===== config.mk =====
export PLATFORM = sky130hd
export DESIGN_NAME = csr_timer_bank
export DESIGN_NICKNAME = d
export VERILOG_FILES = /design/src/rtl/csr_timer_bank_pkg.sv /design/src/rtl/csr_timer_bank_chan.sv /design/src/rtl/csr_timer_bank.sv
export SDC_FILE = /design/constraint.sdc
export NUM_CORES = 1
export LEC_CHECK = 0
export BUFFER_PORTS_ARGS = -buffer_cell sky130_fd_sc_hd__buf_2
export CORE_ASPECT_RATIO = 0.9
export CORE_MARGIN = 1
export CORE_UTILIZATION = 45
export CTS_BUF_LIST = sky130_fd_sc_hd__clkbuf_4
export DETAILED_ROUTE_END_ITERATION = 16
export GPL_ROUTABILITY_DRIVEN = 1
export PLACE_DENSITY_LB_ADDON = 0.05
export SLEW_MARGIN = 15
export SYNTH_ARGS = -nofsm -noshare
export SYNTH_HDL_FRONTEND = slang
export SYNTH_HIERARCHICAL = 1
export SYNTH_SLANG_ARGS = --single-unit

===== constraint.sdc =====
create_clock -name clk -period 5.4 [get_ports clk]
set_clock_uncertainty 0.2 [all_clocks]
set_input_delay 0.54 -clock clk [delete_from_list [all_inputs] [get_ports clk]]
set_output_delay 0.54 -clock clk [all_outputs]
set_load 0.01 [all_outputs]

===== src/rtl/csr_timer_bank_pkg.sv =====
`default_nettype none
// ============================================================================
// Module   : timer_pkg
// Purpose  : Shared register offsets, TCFG field positions and the TCFG view
//            used by the CSR timer bank and its per-channel timers.
// Revision : 1.0 - initial release
// ============================================================================
package timer_pkg;

    // Register offsets inside one channel's four-word window
    localparam logic [1:0] TCFG_OFF  = 2'd0;
    localparam logic [1:0] TVAL_OFF  = 2'd1;
    localparam logic [1:0] TICLR_OFF = 2'd2;

    // TCFG bit positions
    localparam int TCFG_EN       = 0;
    localparam int TCFG_PERIODIC = 1;

    // TCFG laid out as a full 32-bit word; narrower timers zero-extend into it
    typedef struct packed {
        logic [29:0] initval;
        logic        periodic;
        logic        en;
    } timer_cfg_t;

endpackage
`default_nettype wire


===== src/rtl/csr_timer_bank_chan.sv =====
`default_nettype none
// ============================================================================
// Module   : timer_chan
// Purpose  : One down-count timer channel: TCFG, TVAL and interrupt pending.
// Revision : 1.0 - initial release
// ============================================================================
module timer_chan
    import timer_pkg::*;
#(
    parameter int TW = 32
) (
    input  logic          clk,
    input  logic          reset,
    input  logic          tick,      // prescaler tick, already gated by halt
    input  logic          cfg_we,    // TCFG write to this channel
    input  logic          clr,       // effective TICLR bit0 write
    input  logic [TW-1:0] wr_data,
    input  logic [TW-1:0] wr_mask,   // effective mask (all-ones for full write)
    output logic [TW-1:0] cfg,
    output logic [TW-1:0] tval,
    output logic          pending
);

    logic [TW-1:0] r_cfg;
    logic [TW-1:0] r_tval;
    logic          r_pending;

    timer_cfg_t    w_cfg;
    logic [TW-1:0] w_cfg_new;
    logic [TW-1:0] w_new_load;
    logic [TW-1:0] w_reload;
    logic          w_step;
    logic          w_expire;
    logic          w_unused_cfg;

    assign w_cfg        = timer_cfg_t'(32'(r_cfg));
    assign w_cfg_new    = (wr_data & wr_mask) | (r_cfg & ~wr_mask);
    assign w_new_load   = {w_cfg_new[TW-1:2], 2'b00};
    assign w_reload     = {w_cfg.initval[TW-3:0], 2'b00};
    assign w_step       = tick & r_cfg[TCFG_EN] & (r_tval != '0);
    assign w_expire     = w_step & (r_tval == TW'(1));
    assign w_unused_cfg = ^w_cfg;

    // Configuration/count update; a TCFG write overrides decrement and reload,
    // while expiry always wins over a same-cycle pending clear
    always_ff @(posedge clk) begin
        if (reset) begin
            r_cfg     <= '0;
            r_tval    <= '0;
            r_pending <= 1'b0;
        end else begin
            if (cfg_we) begin
                r_cfg  <= w_cfg_new;
                r_tval <= w_new_load;
            end else if (w_step) begin
                if (w_expire)
                    r_tval <= r_cfg[TCFG_PERIODIC] ? w_reload : '0;
                else
                    r_tval <= r_tval - TW'(1);
            end
            if (w_expire)
                r_pending <= 1'b1;
            else if (clr)
                r_pending <= 1'b0;
        end
    end

    assign cfg     = r_cfg;
    assign tval    = r_tval;
    assign pending = r_pending;

endmodule
`default_nettype wire


===== src/rtl/csr_timer_bank.sv =====
`default_nettype none
// ============================================================================
// Module   : csr_timer_bank
// Purpose  : NCH-channel CSR timer bank with shared prescaler, debug-halt
//            freeze and the 64-bit stable counter read by rdcnt.
// Revision : 1.0 - initial release
// ============================================================================
module csr_timer_bank
    import timer_pkg::*;
#(
    parameter int NCH = 2,
    parameter int TW  = 32,
    parameter int DIV = 1,
    localparam int AW = $clog2(NCH) + 2
) (
    input  logic           clk,
    input  logic           reset,
    input  logic [AW-1:0]  csr_addr,
    input  logic           csr_we,
    input  logic           csr_me,
    input  logic [31:0]    csr_mask,
    input  logic [31:0]    csr_wdata,
    output logic [31:0]    csr_rdata,
    input  logic           halt,
    output logic [NCH-1:0] irq_pending,
    output logic           irq_any,
    output logic [31:0]    counter_hi,
    output logic [31:0]    counter_lo
);

    localparam int PW = (DIV > 1) ? $clog2(DIV) : 1;

    logic [PW-1:0]  r_presc;
    logic [63:0]    r_stable;
    logic           w_presc_last;
    logic           w_tick;
    logic [3:0]     w_chan_idx;
    logic [1:0]     w_reg;
    logic [31:0]    w_mask;
    logic           w_unused;

    logic [TW-1:0]  w_cfg  [NCH];
    logic [TW-1:0]  w_tval [NCH];
    logic [NCH-1:0] w_pending;

    assign w_presc_last = (r_presc == PW'(DIV - 1));
    assign w_tick       = w_presc_last & ~halt;
    assign w_reg        = csr_addr[1:0];
    assign w_mask       = csr_me ? csr_mask : 32'hFFFF_FFFF;
    assign w_unused     = ^{csr_wdata, w_mask};

    // A single-channel bank has no channel field in the address
    generate
        if (NCH > 1) begin : g_chan_idx
            assign w_chan_idx = 4'(csr_addr[AW-1:2]);
        end else begin : g_chan_idx_single
            assign w_chan_idx = 4'd0;
        end
    endgenerate

    // Prescaler: counts 0..DIV-1, frozen while halted
    always_ff @(posedge clk) begin
        if (reset)
            r_presc <= '0;
        else if (!halt)
            r_presc <= w_presc_last ? '0 : r_presc + PW'(1);
    end

    // Stable counter: free-running every clock unless halted
    always_ff @(posedge clk) begin
        if (reset)
            r_stable <= '0;
        else if (!halt)
            r_stable <= r_stable + 64'd1;
    end

    generate
        for (genvar i = 0; i < NCH; i++) begin : g_chan
            logic w_sel;
            assign w_sel = csr_we & (w_chan_idx == 4'(i));

            timer_chan #(
                .TW (TW)
            ) u_chan (
                .clk     (clk),
                .reset   (reset),
                .tick    (w_tick),
                .cfg_we  (w_sel & (w_reg == TCFG_OFF)),
                .clr     (w_sel & (w_reg == TICLR_OFF) & csr_wdata[0] & w_mask[0]),
                .wr_data (csr_wdata[TW-1:0]),
                .wr_mask (w_mask[TW-1:0]),
                .cfg     (w_cfg[i]),
                .tval    (w_tval[i]),
                .pending (w_pending[i])
            );
        end
    endgenerate

    // Read mux: TCFG and TVAL zero-extended; TICLR, reserved and absent channels read 0
    always_comb begin
        csr_rdata = '0;
        for (int i = 0; i < NCH; i++) begin
            if (w_chan_idx == 4'(i)) begin
                if (w_reg == TCFG_OFF)
                    csr_rdata = 32'(w_cfg[i]);
                else if (w_reg == TVAL_OFF)
                    csr_rdata = 32'(w_tval[i]);
            end
        end
    end

    assign irq_pending = w_pending;
    assign irq_any     = |w_pending;
    assign counter_hi  = r_stable[63:32];
    assign counter_lo  = r_stable[31:0];

endmodule
`default_nettype wire


---- Yosys cells after proc, flatten, opt, wreduce, memory -nomap -nowiden ----
Cells that the tools add are included.
word-level totals
  output and inout bits ................... 99
  bits in read-only memories .............. 0
  input port bits ......................... 72
  word-level logic and storage cells ...... 74
  memory bits (writable) .................. 0
  bits in registers ....................... 195
  memories ................................ 0
  bits in latches ......................... 0
cells by class
  eq/ne operators ......................... 4
  mux-type cells .......................... 20
  div/mod/pow operators ................... 0
  reductions and logical operators ........ 11
  $mul .................................... 0
  order comparisons ....................... 0
  bitwise gates (word level) .............. 25
  shift operators ......................... 0
  $add $sub $neg .......................... 4
operator list
  cell                                                  number
  2-to-1 mux 32 bit                                     15
  bitwise AND 32 bit                                    3
  adder 64 x 1 -> 64 bit, second input constant         1
  equality test 32 x 1 -> 1 bit, second input constant  2
  OR 32 bit                                             2
  nonzero test 32 bit                                   2
  subtractor 32 x 1 -> 32 bit, second input constant    2
  NOT 32 bit                                            1
  bitwise AND 1 bit                                     17
  nonzero test 2 bit                                    4
  OR reduction 2 bit                                    3
  2-to-1 mux 1 bit                                      5
  zero test 4 bit                                       1
  equality test 2 x 1 -> 1 bit, second input constant   1
  equality test 2 bit, second input constant            1
  zero test 2 bit                                       1
  NOT 1 bit                                             2
  adder 1 bit, second input constant                    1

---- Longest topological paths before layout ----
  depth in word-level cells ............... 8
  mapped depth ............................ 11
  mapped depth without buffers ............ 8

---- By module ----
Netlist, hierarchy kept.
by module, submodules not included
  module          area an instance (um^2)  cells an instance  times used
  timer_chan      4,028.9                  534                2
  csr_timer_bank  4,355.4                  493                1

---- Worst setup path before layout ----
Ideal clock, no wire load.
  path type ............................... input -> register
  start ................................... input csr_addr[2]
  end ..................................... register g_chan[1].u_chan.r_tval[31]
  path buffers ............................ 3
  stages on the path ...................... 11
  arrival time ............................ 2,695 ps
  setup slack ............................. 2,430 ps
  library setup time ...................... 74 ps
  path through ............................ clkbuf_1 > buf_1 > inv_1 > nor3_1 > clkbuf_1 > clkinv_1 > nand3_1 > a31oi_1 > a211oi_1 > a31oi_1 > a31oi_1
between the ends
  cells in the longest elaborated chain, start to end .. 3
  elaborated cells between the ends (all ways) .. 4
RTL lines
  what                                                     line                       RTL
  start: declaration                                       csr_timer_bank.sv:18       input logic [AW-1:0] csr_addr,
  bitwise AND 1 bit *                                      csr_timer_bank.sv:80       assign w_sel = csr_we & (w_chan_idx == 4'(i));
  bitwise AND 1 bit *                                      csr_timer_bank.sv:88       .cfg_we (w_sel & (w_reg == TCFG_OFF)),
  2-to-1 mux 32 bit or nonzero test 2 bit (tied branches)  n/a
  end signal: assignment                                   csr_timer_bank_chan.sv:54  r_tval <= w_new_load;
  end signal: assignment                                   csr_timer_bank_chan.sv:57  r_tval <= r_cfg[TCFG_PERIODIC] ? w_reload : '0;
  end signal: assignment                                   csr_timer_bank_chan.sv:59  r_tval <= r_tval - TW'(1);
  end: declaration                                         csr_timer_bank_chan.sv:25  logic [TW-1:0] r_tval;
Mark *: on every way between the ends. The rest lies on a longest branch, timed or not.
A chain may end at the register's enable or synchronous reset.

---- Final worst setup path ----
  start ................................... register g_chan[0].u_chan.r_tval[19]
  end ..................................... register g_chan[0].u_chan.r_tval[11]
between the ends
  cells in the longest elaborated chain, start to end .. 6
  elaborated cells between the ends (all ways) .. 8
RTL lines
  what                      line                       RTL
  start: declaration        csr_timer_bank_chan.sv:25
  start signal: assignment  csr_timer_bank_chan.sv:54
  start signal: assignment  csr_timer_bank_chan.sv:57
  start signal: assignment  csr_timer_bank_chan.sv:59
  nonzero test 32 bit       csr_timer_bank_chan.sv:40  assign w_step = tick & r_cfg[TCFG_EN] & (r_tval != '0);
  bitwise AND 1 bit         csr_timer_bank_chan.sv:40
  bitwise AND 1 bit         csr_timer_bank_chan.sv:41  assign w_expire = w_step & (r_tval == TW'(1));
  2-to-1 mux 32 bit         csr_timer_bank_chan.sv:56  if (w_expire)
  2-to-1 mux 32 bit         csr_timer_bank_chan.sv:55  end else if (w_step) begin
  2-to-1 mux 32 bit         csr_timer_bank_chan.sv:52  if (cfg_we) begin
Parallel ways exist; a longest one is shown, timed or not. The select of a mux whose other input is x is not followed.

==> metrics.yaml <==
multiInputGateArea_mm2: 0.00807
core_area_mm2: 0.0270
h-tree-depth: 4
ys_seq_area_share_pct: 31.3
grt_usage_pct: 31.1
areaGrowthSynthToFinish_pct: 12.9
io_buffer_count: 170
layout_common_cells: "nand2_1, dfxtp_1, a21oi_1, buf_2, nor2_1"
grt_pass1_wl_um: 68400
synth_cell_types: 65
final_common_cell: "nand2_1"
slew_headroom_pct: 21.1
drcViolationCount: 0
cts_sinks: 194
grt_overflow_total: 0
nFillCells: 2681
vias_per_cell: 6.26
synth_fp_nets: 1640
synth_edf_count: 0
combPwrFrac_pct: 21.1
finalSetupViolations: 0
p_clk_share_pct: 28.0
hpwl_um: 30700
cts_setup_buffers: 0
avgSynthCellArea_um2: 7.95
worst-endpoint-arrival_ps: 4300
first_pass_iters: 5
root_buffer: "clkbuf_4"
ir_drop_uv: 131
cts_hold_buf: 28
ff_latch_area_mm2: 0.00388
worstMarginPinSlew_ps: 1180
cts_resized: 0
setup_tns_ps: 0
ios: 171
detail_route.wl_per_cell_um: 21.5
cap_viol_max_count: 0
start_util_pct: 45.9
clk-insertion-delay-late_ps: 630
cellPowerDensity_mw_per_mm2: 211
via_count: 12900
p_switching_mw: 1.01
clock.fmax_ghz: 0.251
critPathKind: "flip-flop to flip-flop"
postSynthCellCount: 1561
fin_cells: 2064
drt_iter0_markers: 1560
grt_max_degree: 80
cp.required_ps: 5720
cts_tree: "yes"
ys.flop_type: "dfxtp_1"
p_leak_nw: 5.29
place.gp.congestion: 0.934
num-nets-final: 1775
r2r_setup_slack_ps: 1420
p_int_mw: 1.95
ys_ff_latch: 194
placedCellCount: 2003
rsz0062_at_grt: "false"
end_kind: "flip-flop"
fin_crit_sh_pct: 73.7
finalCriticalPeriod_ps: 3980
rows: 57
path_max_fanout: 19
dieHeight_um: 160
ant_nets: 0
r2r_cells: 6
p_seq_share_pct: 50.9
sw_frac_of_total_pct: 34.3
die_area_mm2: 0.0283
whs_ps: 52.0
slew_viol_final: 0
fp.dieW_um: 177
grt_pass1_vias: 11800
hp-class: "input pin to flip-flop"
drive_above_1_share_pct: 17.6
synth_area_mm2: 0.0124
clockBufferDepth: 2
cts.clk_slew.worst_paths_ps: 200
routed_wl_um: 44400
p_total_mw: 2.96
worstSetupStartpoint: "g_chan[0].u_chan/tval[19]"
hold_viol_final: 0
numCtsBuffers: 17
async_reset_ff_share_pct: 0
start_kind: "flip-flop"
status: "finished, final reports clean"
antenna_found_initial: 1
cp-endpoint: "g_chan[0].u_chan/tval[11]"
r2r_end: "g_chan[0].u_chan/tval[11]"
yosys_warnings: 6
r2r-start: "g_chan[0].u_chan/tval[19]"
-- layer usage --
metal	vias to the layer above	GRT usage, %	share of wire, %
met5	-	0	0
li1	6043	-	-
met2	634	45.2	43
met4	0	9.05	2.1
met3	76	6.92	9.4
met1	6172	45.5	46
-- metrics by stage --
stage	setup slack (ps)	instance area (µm²)	util, %
detailed placement	1610	13500	49.8
global placement	1700	13500	49.8
CTS	1570	14000	51.8
global route	1130	14000	51.8
finish	1420	14000	51.8
floorplan	2430	12400	-
-- power by group through the flow --
| stage | Sequential, mW | Combinational (mW) | Clock [mW] |
|---|---|---|---|
| 2_1_floorplan | 1.52 | 0.428 | 0 |
| 3_3_place_gp | 1.53 | 0.593 | 0 |
| 3_5_place_dp | 1.54 | 0.594 | 0 |
| 4_1_cts | 1.51 | 0.614 | 0.850 |
| 5_1_grt | 1.51 | 0.677 | 0.895 |
| 6_report | 1.51 | 0.626 | 0.829 |
-- synthesized netlist by cell type (all sizes together) (10+ instances only) --
master / n / share of area, %
mux2i: 61 / 4.9
nor3: 62 / 3.0
a21oi: 173 / 7.0
xor2: 31 / 2.2
xnor2: 38 / 2.7
dfxtp: 194 / 31
and3: 13 / 0.66
mux4: 32 / 5.8
a211o: 12 / 0.85
nor2: 103 / 3.2
nor2b: 36 / 1.8
a221oi: 34 / 2.5
nand2b: 43 / 2.2
a221o: 10 / 0.81
or2: 13 / 0.66
clkbuf: 77 / 2.3
nand4: 40 / 2.1
inv: 21 / 0.64
nor4: 34 / 2.1
a31oi: 20 / 1.0
nand2: 213 / 6.4
or4: 16 / 1.1
o21ai: 33 / 1.3
nand3: 98 / 4.0
or3: 42 / 2.2
buf: 20 / 0.84
-- flip-flops by register name, indices dropped and copies added (netlist names), named ones only --
name	count
r_stable	64
g_chan.u_chan/cfg	60
g_chan.u_chan/tval	64
g_chan.u_chan/pending	2
-- worst min path at each step --
| stage | from | end | slack [ps] | cells past startpoint |
|---|---|---|---|---|
| 2_1_floorplan | g_chan[1].u_chan/cfg[21] | g_chan[1].u_chan/cfg[21] | 250 | 2 |
| 3_3_place_gp | g_chan[1].u_chan/cfg[27] | g_chan[1].u_chan/cfg[27] | 280 | 2 |
| 3_5_place_dp | g_chan[1].u_chan/cfg[21] | g_chan[1].u_chan/cfg[21] | 280 | 2 |
| 4_1_cts | csr_wdata[31] | g_chan[0].u_chan/cfg[31] | 10 | 3 |
| 5_1_grt | csr_wdata[30] | g_chan[0].u_chan/cfg[30] | 7 | 3 |
| 6_report | csr_wdata[30] | g_chan[0].u_chan/cfg[30] | 50 | 3 |
-- critical path, cell delays in order (launching register included) --
cell,delay (ps)
dfxtp_1,430
nor3_1,410
nand4_1,290
nor3_1,560
nand4_1,1070
a221o_1,680
a221oi_1,230
-- cells by family after synthesis --
family | Yosys count | share of synthesized area [%]
adder cells (fa/ha/maj) | 7 | 0.706
buffers and inverters | 120 | 3.86
multiplexers | 94 | 10.8
AND/OR/NAND/NOR | 725 | 30.4
AO/OA/AOI/OAI | 352 | 18.1
XOR/XNOR | 69 | 4.87
flip-flops | 194 | 31.3
-- area by class of cell --
| type | instances | share of cell area [%] |
|---|---|---|
| Multi-Input combinational cell | 1247 | 57.6 |
| Sequential cell | 194 | 27.7 |
| Timing Repair Buffer | 213 | 8.92 |
| Tap cell | 354 | 3.16 |
| Clock inverter | 15 | 1.06 |
| Clock buffer | 17 | 0.911 |
| Inverter | 23 | 0.616 |
| Antenna cell | 1 | 0.0179 |
(Power assumes the default switching activity.)
